$ cat src/rtl/controlador_senha.sv
// rtl/controlador_senha.sv - keypad combination lock sequencing controller
module controlador_senha #(
    parameter int                     N_DIGITOS       = 6,
    parameter logic [4*N_DIGITOS-1:0] SENHA           = 24'h590281,
    parameter int                     TIMEOUT_CICLOS  = 1000,
    parameter int                     BLOQUEIO_CICLOS = 5000,
    parameter int                     MAX_TENTATIVAS  = 3
) (
    input  logic                                clk,
    input  logic                                reset,
    input  logic                                insere,
    input  logic [4:1]                          numero,
    output logic                                LED,
    output logic                                aberto,
    output logic                                falha,
    output logic                                bloqueado,
    output logic [$clog2(N_DIGITOS):0]          indice,
    output logic [$clog2(MAX_TENTATIVAS+1)-1:0] tentativas,
    output logic                                digito_ok
);

    localparam int IW    = $clog2(N_DIGITOS) + 1;
    localparam int TW    = $clog2(MAX_TENTATIVAS + 1);
    localparam int CW_TO = $clog2(TIMEOUT_CICLOS);
    localparam int CW_BL = $clog2(BLOQUEIO_CICLOS);

    localparam logic [IW-1:0]    IDX_FIM  = IW'(N_DIGITOS);
    localparam logic [TW-1:0]    TENT_MAX = TW'(MAX_TENTATIVAS);
    localparam logic [CW_TO-1:0] TO_FIM   = CW_TO'(TIMEOUT_CICLOS - 1);
    localparam logic [CW_BL-1:0] BL_FIM   = CW_BL'(BLOQUEIO_CICLOS - 1);

    typedef enum logic [2:0] {
        OCIOSO,
        ENTRADA,
        ABERTO,
        FALHA,
        BLOQUEIO
    } estado_t;

    estado_t          estado;
    logic             s1, s2, p;
    logic             ev;
    logic [3:0]       digito_esperado;
    logic             confere;
    logic [IW-1:0]    indice_prox;
    logic [CW_TO-1:0] cnt_timeout;
    logic [CW_BL-1:0] cnt_bloqueio;

    // Bring the raw button into the clock domain and keep the previous level for edge detection
    always_ff @(posedge clk) begin
        if (!reset) begin
            s1 <= 1'b0;
            s2 <= 1'b0;
            p  <= 1'b0;
        end else begin
            s1 <= insere;
            s2 <= s1;
            p  <= s2;
        end
    end

    assign ev = s2 & ~p;

    // Select the password nibble for the current position; digit 0 lives in the top nibble
    always_comb begin
        digito_esperado = 4'h0;
        for (int i = 0; i < N_DIGITOS; i++) begin
            if (indice == IW'(i)) begin
                digito_esperado = SENHA[4*(N_DIGITOS-1-i) +: 4];
            end
        end
    end

    // Non-decimal keys can never match, even if the password nibble happens to hold one
    assign confere     = (numero <= 4'd9) && (numero == digito_esperado);
    assign indice_prox = indice + 1'b1;

    // Main sequencing FSM; every status output is registered here
    always_ff @(posedge clk) begin
        if (!reset) begin
            estado       <= OCIOSO;
            LED          <= 1'b0;
            aberto       <= 1'b0;
            falha        <= 1'b0;
            bloqueado    <= 1'b0;
            indice       <= '0;
            tentativas   <= '0;
            digito_ok    <= 1'b0;
            cnt_timeout  <= '0;
            cnt_bloqueio <= '0;
        end else begin
            digito_ok <= 1'b0;
            case (estado)
                OCIOSO, ENTRADA: begin
                    if (ev) begin
                        cnt_timeout <= '0;
                        if (confere) begin
                            indice    <= indice_prox;
                            digito_ok <= 1'b1;
                            if (indice_prox == IDX_FIM) begin
                                aberto <= 1'b1;
                                estado <= ABERTO;
                            end else begin
                                estado <= ENTRADA;
                            end
                        end else if (!LED) begin
                            LED <= 1'b1;
                        end else begin
                            falha      <= 1'b1;
                            tentativas <= tentativas + 1'b1;
                            estado     <= FALHA;
                        end
                    end else if (estado == ENTRADA) begin
                        // An event in the expiry cycle is handled above, so a late press still counts
                        if (cnt_timeout == TO_FIM) begin
                            estado      <= OCIOSO;
                            indice      <= '0;
                            LED         <= 1'b0;
                            cnt_timeout <= '0;
                        end else begin
                            cnt_timeout <= cnt_timeout + 1'b1;
                        end
                    end
                end
                ABERTO: begin
                    if (ev && numero == 4'hF) begin
                        estado     <= OCIOSO;
                        aberto     <= 1'b0;
                        LED        <= 1'b0;
                        indice     <= '0;
                        tentativas <= '0;
                    end
                end
                FALHA: begin
                    // tentativas already holds the incremented count on the first FALHA cycle
                    if (tentativas == TENT_MAX) begin
                        estado       <= BLOQUEIO;
                        falha        <= 1'b0;
                        bloqueado    <= 1'b1;
                        LED          <= 1'b0;
                        indice       <= '0;
                        cnt_bloqueio <= '0;
                    end else if (ev) begin
                        estado <= OCIOSO;
                        falha  <= 1'b0;
                        LED    <= 1'b0;
                        indice <= '0;
                    end
                end
                BLOQUEIO: begin
                    if (cnt_bloqueio == BL_FIM) begin
                        estado     <= OCIOSO;
                        bloqueado  <= 1'b0;
                        falha      <= 1'b0;
                        aberto     <= 1'b0;
                        LED        <= 1'b0;
                        indice     <= '0;
                        tentativas <= '0;
                    end else begin
                        cnt_bloqueio <= cnt_bloqueio + 1'b1;
                    end
                end
                default: estado <= OCIOSO;
            endcase
        end
    end

endmodule

$ cat config.mk
export PLATFORM = sky130hd
export DESIGN_NAME = controlador_senha
export DESIGN_NICKNAME = d
export VERILOG_FILES = /design/src/rtl/controlador_senha.sv
export SDC_FILE = /design/constraint.sdc
export NUM_CORES = 1
export LEC_CHECK = 0
export CORE_MARGIN = 8
export CORE_UTILIZATION = 40
export DETAILED_ROUTE_END_ITERATION = 12
export HOLD_SLACK_MARGIN = 0.1
export PLACE_DENSITY = 0.64
export SLEW_MARGIN = 40
export SYNTH_ARGS = -nofsm -noshare
export SYNTH_HDL_FRONTEND = slang
export SYNTH_SLANG_ARGS = --single-unit
$ cat constraint.sdc
create_clock -name clk -period 3 [get_ports clk]
set_input_delay 0.3 -clock clk [delete_from_list [all_inputs] [get_ports clk]]
set_output_delay 0.3 -clock clk [all_outputs]
set_load 0.05 [all_outputs]
==> impl_metrics.env <==
export IMPL_seq_area_um2=800.8
export IMPL_clock_path_buffers=2
export IMPL_path_delay_family="compound AO/OA/AOI/OAI gates"
export IMPL_skew_ps=6.471
export IMPL_path_class="reg -> reg"
export IMPL_setup_tns_ps=0
export IMPL_hold_depth=1
export IMPL_worstPathRequired_ps=3160
export IMPL_first_global_vias=1902
export IMPL_place_hpwl_um=3714
export IMPL_antenna_cells=0
export IMPL_path_clk_slew_ps=80
export IMPL_crit_chain="inv_1, ha_1, nor4b_2, nand3_1, a2111oi_4, o211ai_2, a21oi_4, o221ai_1"
export IMPL_status="finished clean"
export IMPL_initial_core_util_pct=41.85
export IMPL_syn_inst=269
export IMPL_netlist_top_cells_count="dfxtp_1, nor2_1, nand2_1, nand3_1, xor2_1"
export IMPL_grt_max_degree=16
export IMPL_nFillCells=556
export IMPL_die_x_um=92.13
export IMPL_r2r_end="indice[2]"
export IMPL_yosys_area_top_type="dfxtp_1"
export IMPL_overflow=0
export IMPL_max_freq_mhz=396.7
export IMPL_period_share_pct=84.02
export IMPL_h_tree_depth=2
export IMPL_synth_ff_type="dfxtp_1"
export IMPL_cp_arrival_ps=2680
export IMPL_dieArea_um2=8488
export IMPL_crit_buf_inv=1
export IMPL_p_per_area_nw_per_um2=398.6
export IMPL_cts_buffers=5
export IMPL_synth_cell_type_count=57
export IMPL_grt_usage_pct=12.26
export IMPL_placed_cells=352
export IMPL_drtPass1Iterations=4
export IMPL_setup_ws_ps=479.3
export IMPL_rows=27
export IMPL_root_buffer="clkbuf_8"
export IMPL_coreArea_um2=5540
export IMPL_place_ws_ps=479.4
export IMPL_antenna_found_initial=0
export IMPL_holdWs_ps=441.0
export IMPL_syn_nets=284
export IMPL_crit_fanout=6
export IMPL_reg2reg_slack_ps=480
export IMPL_syn2layout_area_growth_pct=14.19
export IMPL_place_port_buffers=17
export IMPL_drc=0
export IMPL_layout_nets=302
export IMPL_synth_seq_cells=40
export IMPL_synth_area_per_cell_um2=8.619
export IMPL_synth_edf_count=0
export IMPL_wl_um=5029
export IMPL_worst_pin_slew_ps=597.1
export IMPL_hold_end="s2"
export IMPL_clkLatencyLatePin_ps=290
export IMPL_ys_async_sr_fraction_pct=0
export IMPL_syn_area_um2=2318
export IMPL_synth_area_leaders="dfxtp_1, xor2_1, nor2_1"
export IMPL_hp_start="s1"
export IMPL_rsz0062_at_grt="false"
export IMPL_fin_cells=359
export IMPL_p_total_mw=1.055
export IMPL_cts_hold_buf=0
export IMPL_p_leak_nw=0.9445
export IMPL_crit_path_start_kind="flop"
export IMPL_ys_seq_area_share_pct=34.54
export IMPL_via_per_inst=5.560
export IMPL_layout_min_cycle_time_ps=2521
export IMPL_drt_iter0_markers=78
export IMPL_wl_per_cell_um=14.01
export IMPL_finalHoldViolCount=0
export IMPL_clock_sinks=40
export IMPL_yosysTopAreaCellShare_pct=34.54
export IMPL_die_h_um=92.13
export IMPL_max_slew_margin_rel_pct=59.83
export IMPL_yosys_warnings=0
export IMPL_setup_violations=0
export IMPL_cp_end_kind="flop"
export IMPL_grt_pass1_wl_um=8735
export IMPL_finalWeightedCongestion=0.8392
export IMPL_multi_input_area_um2=1426
export IMPL_ff2ff_path_depth=8
export IMPL_cp_slowest_cell="a2111oi_4"
export IMPL_ios=18
export IMPL_rr_startpoint="indice[1]"
export IMPL_max_cap_violations=0
export IMPL_vdd_drop_max_mv=0.2591
export IMPL_layout_drive_gt1_share_pct=8.711
export IMPL_cts_setup_buffers=0
export IMPL_cpPeakStageDelay_ps=490
export IMPL_drv_slew=0
export IMPL_vias=1996
export IMPL_yosysMostFrequentCell="dfxtp_1"
export IMPL_cts_resized=0
export IMPL_min_path_type="reg -> reg"
export IMPL_cts_tree="done"
export IMPL_ant_nets=0
## power by group
part           internal [mW]  switching (mW)
logic                 0.0427          0.0680
registers              0.538          0.0154
clock network          0.205           0.186
total                  0.786           0.270
## cell type report
type	count	share of cell area, %
Timing Repair Buffer	20	7.278
Multi-Input combinational cell	209	53.88
Tap cell	72	3.403
Inverter	11	1.560
Sequential cell	40	30.25
Clock buffer	7	3.639
## metal layers
metal | part of all wire, % | track usage (%) | vias to the layer above
li1 | - | - | 1007
met2 | 44 | 18.71 | 33
met3 | 3.2 | 2.852 | 8
met5 | 0 | 0 | -
met1 | 51 | 15.98 | 948
met4 | 1.7 | 5.503 | 0
## cell families (layout without fill, tap and decap cells)
kind of cell / count (synthesis) / in the layout / share of synthesized area, %
DFF: 40 / 40 / 34.54
and+or+nand+nor: 121 / 121 / 28.17
AOI/OAI and AO/OA: 54 / 54 / 18.89
adders and majority gates: 8 / 8 / 4.317
muxes: 5 / 5 / 2.213
buffers and inverters: 20 / 38 / 3.939
xor gates and xnor gates: 21 / 21 / 7.933
## worst max path at each step
stage	start	endpoint	slack, ps	depth (start not counted)
4_1_cts	indice[0]	indice[2]	480	7
2_1_floorplan	indice[0]	indice[2]	360	9
6_report	indice[1]	indice[2]	480	8
3_5_place_dp	indice[0]	indice[2]	480	7
5_1_grt	indice[0]	tentativas[1]	260	7
3_3_place_gp	indice[0]	tentativas[1]	580	7
## registers in the layout (all words and copies together) (netlist names)
name,count
cnt_bloqueio,13
cnt_timeout,10
s2,1
tentativas,2
aberto,1
LED,1
bloqueado,1
s1,1
estado,3
indice,4
p,1
falha,1
digito_ok,1
## per-stage QoR
step | utilization (%) | cell area, µm²
2_1_floorplan | - | 2318
3_3_place_gp | 46.05 | 2551
3_5_place_dp | 46.05 | 2551
4_1_cts | 47.79 | 2648
5_1_grt | 47.79 | 2648
6_report | 47.79 | 2648
## cell usage in the layout (no fill, tap or decap), types with 2 or more instances in the layout
| cell type | Yosys | routed |
|---|---|---|
| dfxtp_1 | 40 | 40 |
| nor2_1 | 33 | 33 |
| nand2_1 | 19 | 19 |
| clkdlybuf4s50_1 | 0 | 17 |
| xor2_1 | 16 | 16 |
| nand3_1 | 16 | 16 |
| a21oi_1 | 13 | 13 |
| inv_1 | 11 | 11 |
| nand4_1 | 9 | 9 |
| o21ai_0 | 8 | 8 |
| ha_1 | 8 | 8 |
| clkbuf_8 | 0 | 7 |
| o211ai_1 | 6 | 6 |
| and3_1 | 6 | 6 |
| and2_1 | 6 | 6 |
| nor2b_1 | 5 | 5 |
| xnor2_1 | 5 | 5 |
| nor3_1 | 4 | 4 |
| or3_1 | 4 | 4 |
| mux2i_1 | 4 | 4 |
| nand3b_1 | 3 | 3 |
| o221ai_1 | 3 | 3 |
| nor4_1 | 3 | 3 |
| buf_4 | 0 | 3 |
| nand2b_1 | 2 | 2 |
| a21boi_0 | 2 | 2 |
| a211oi_1 | 2 | 2 |
| a21oi_4 | 2 | 2 |
| a21o_1 | 2 | 2 |
No activity file was read; power rests on OpenSTA's default activity.
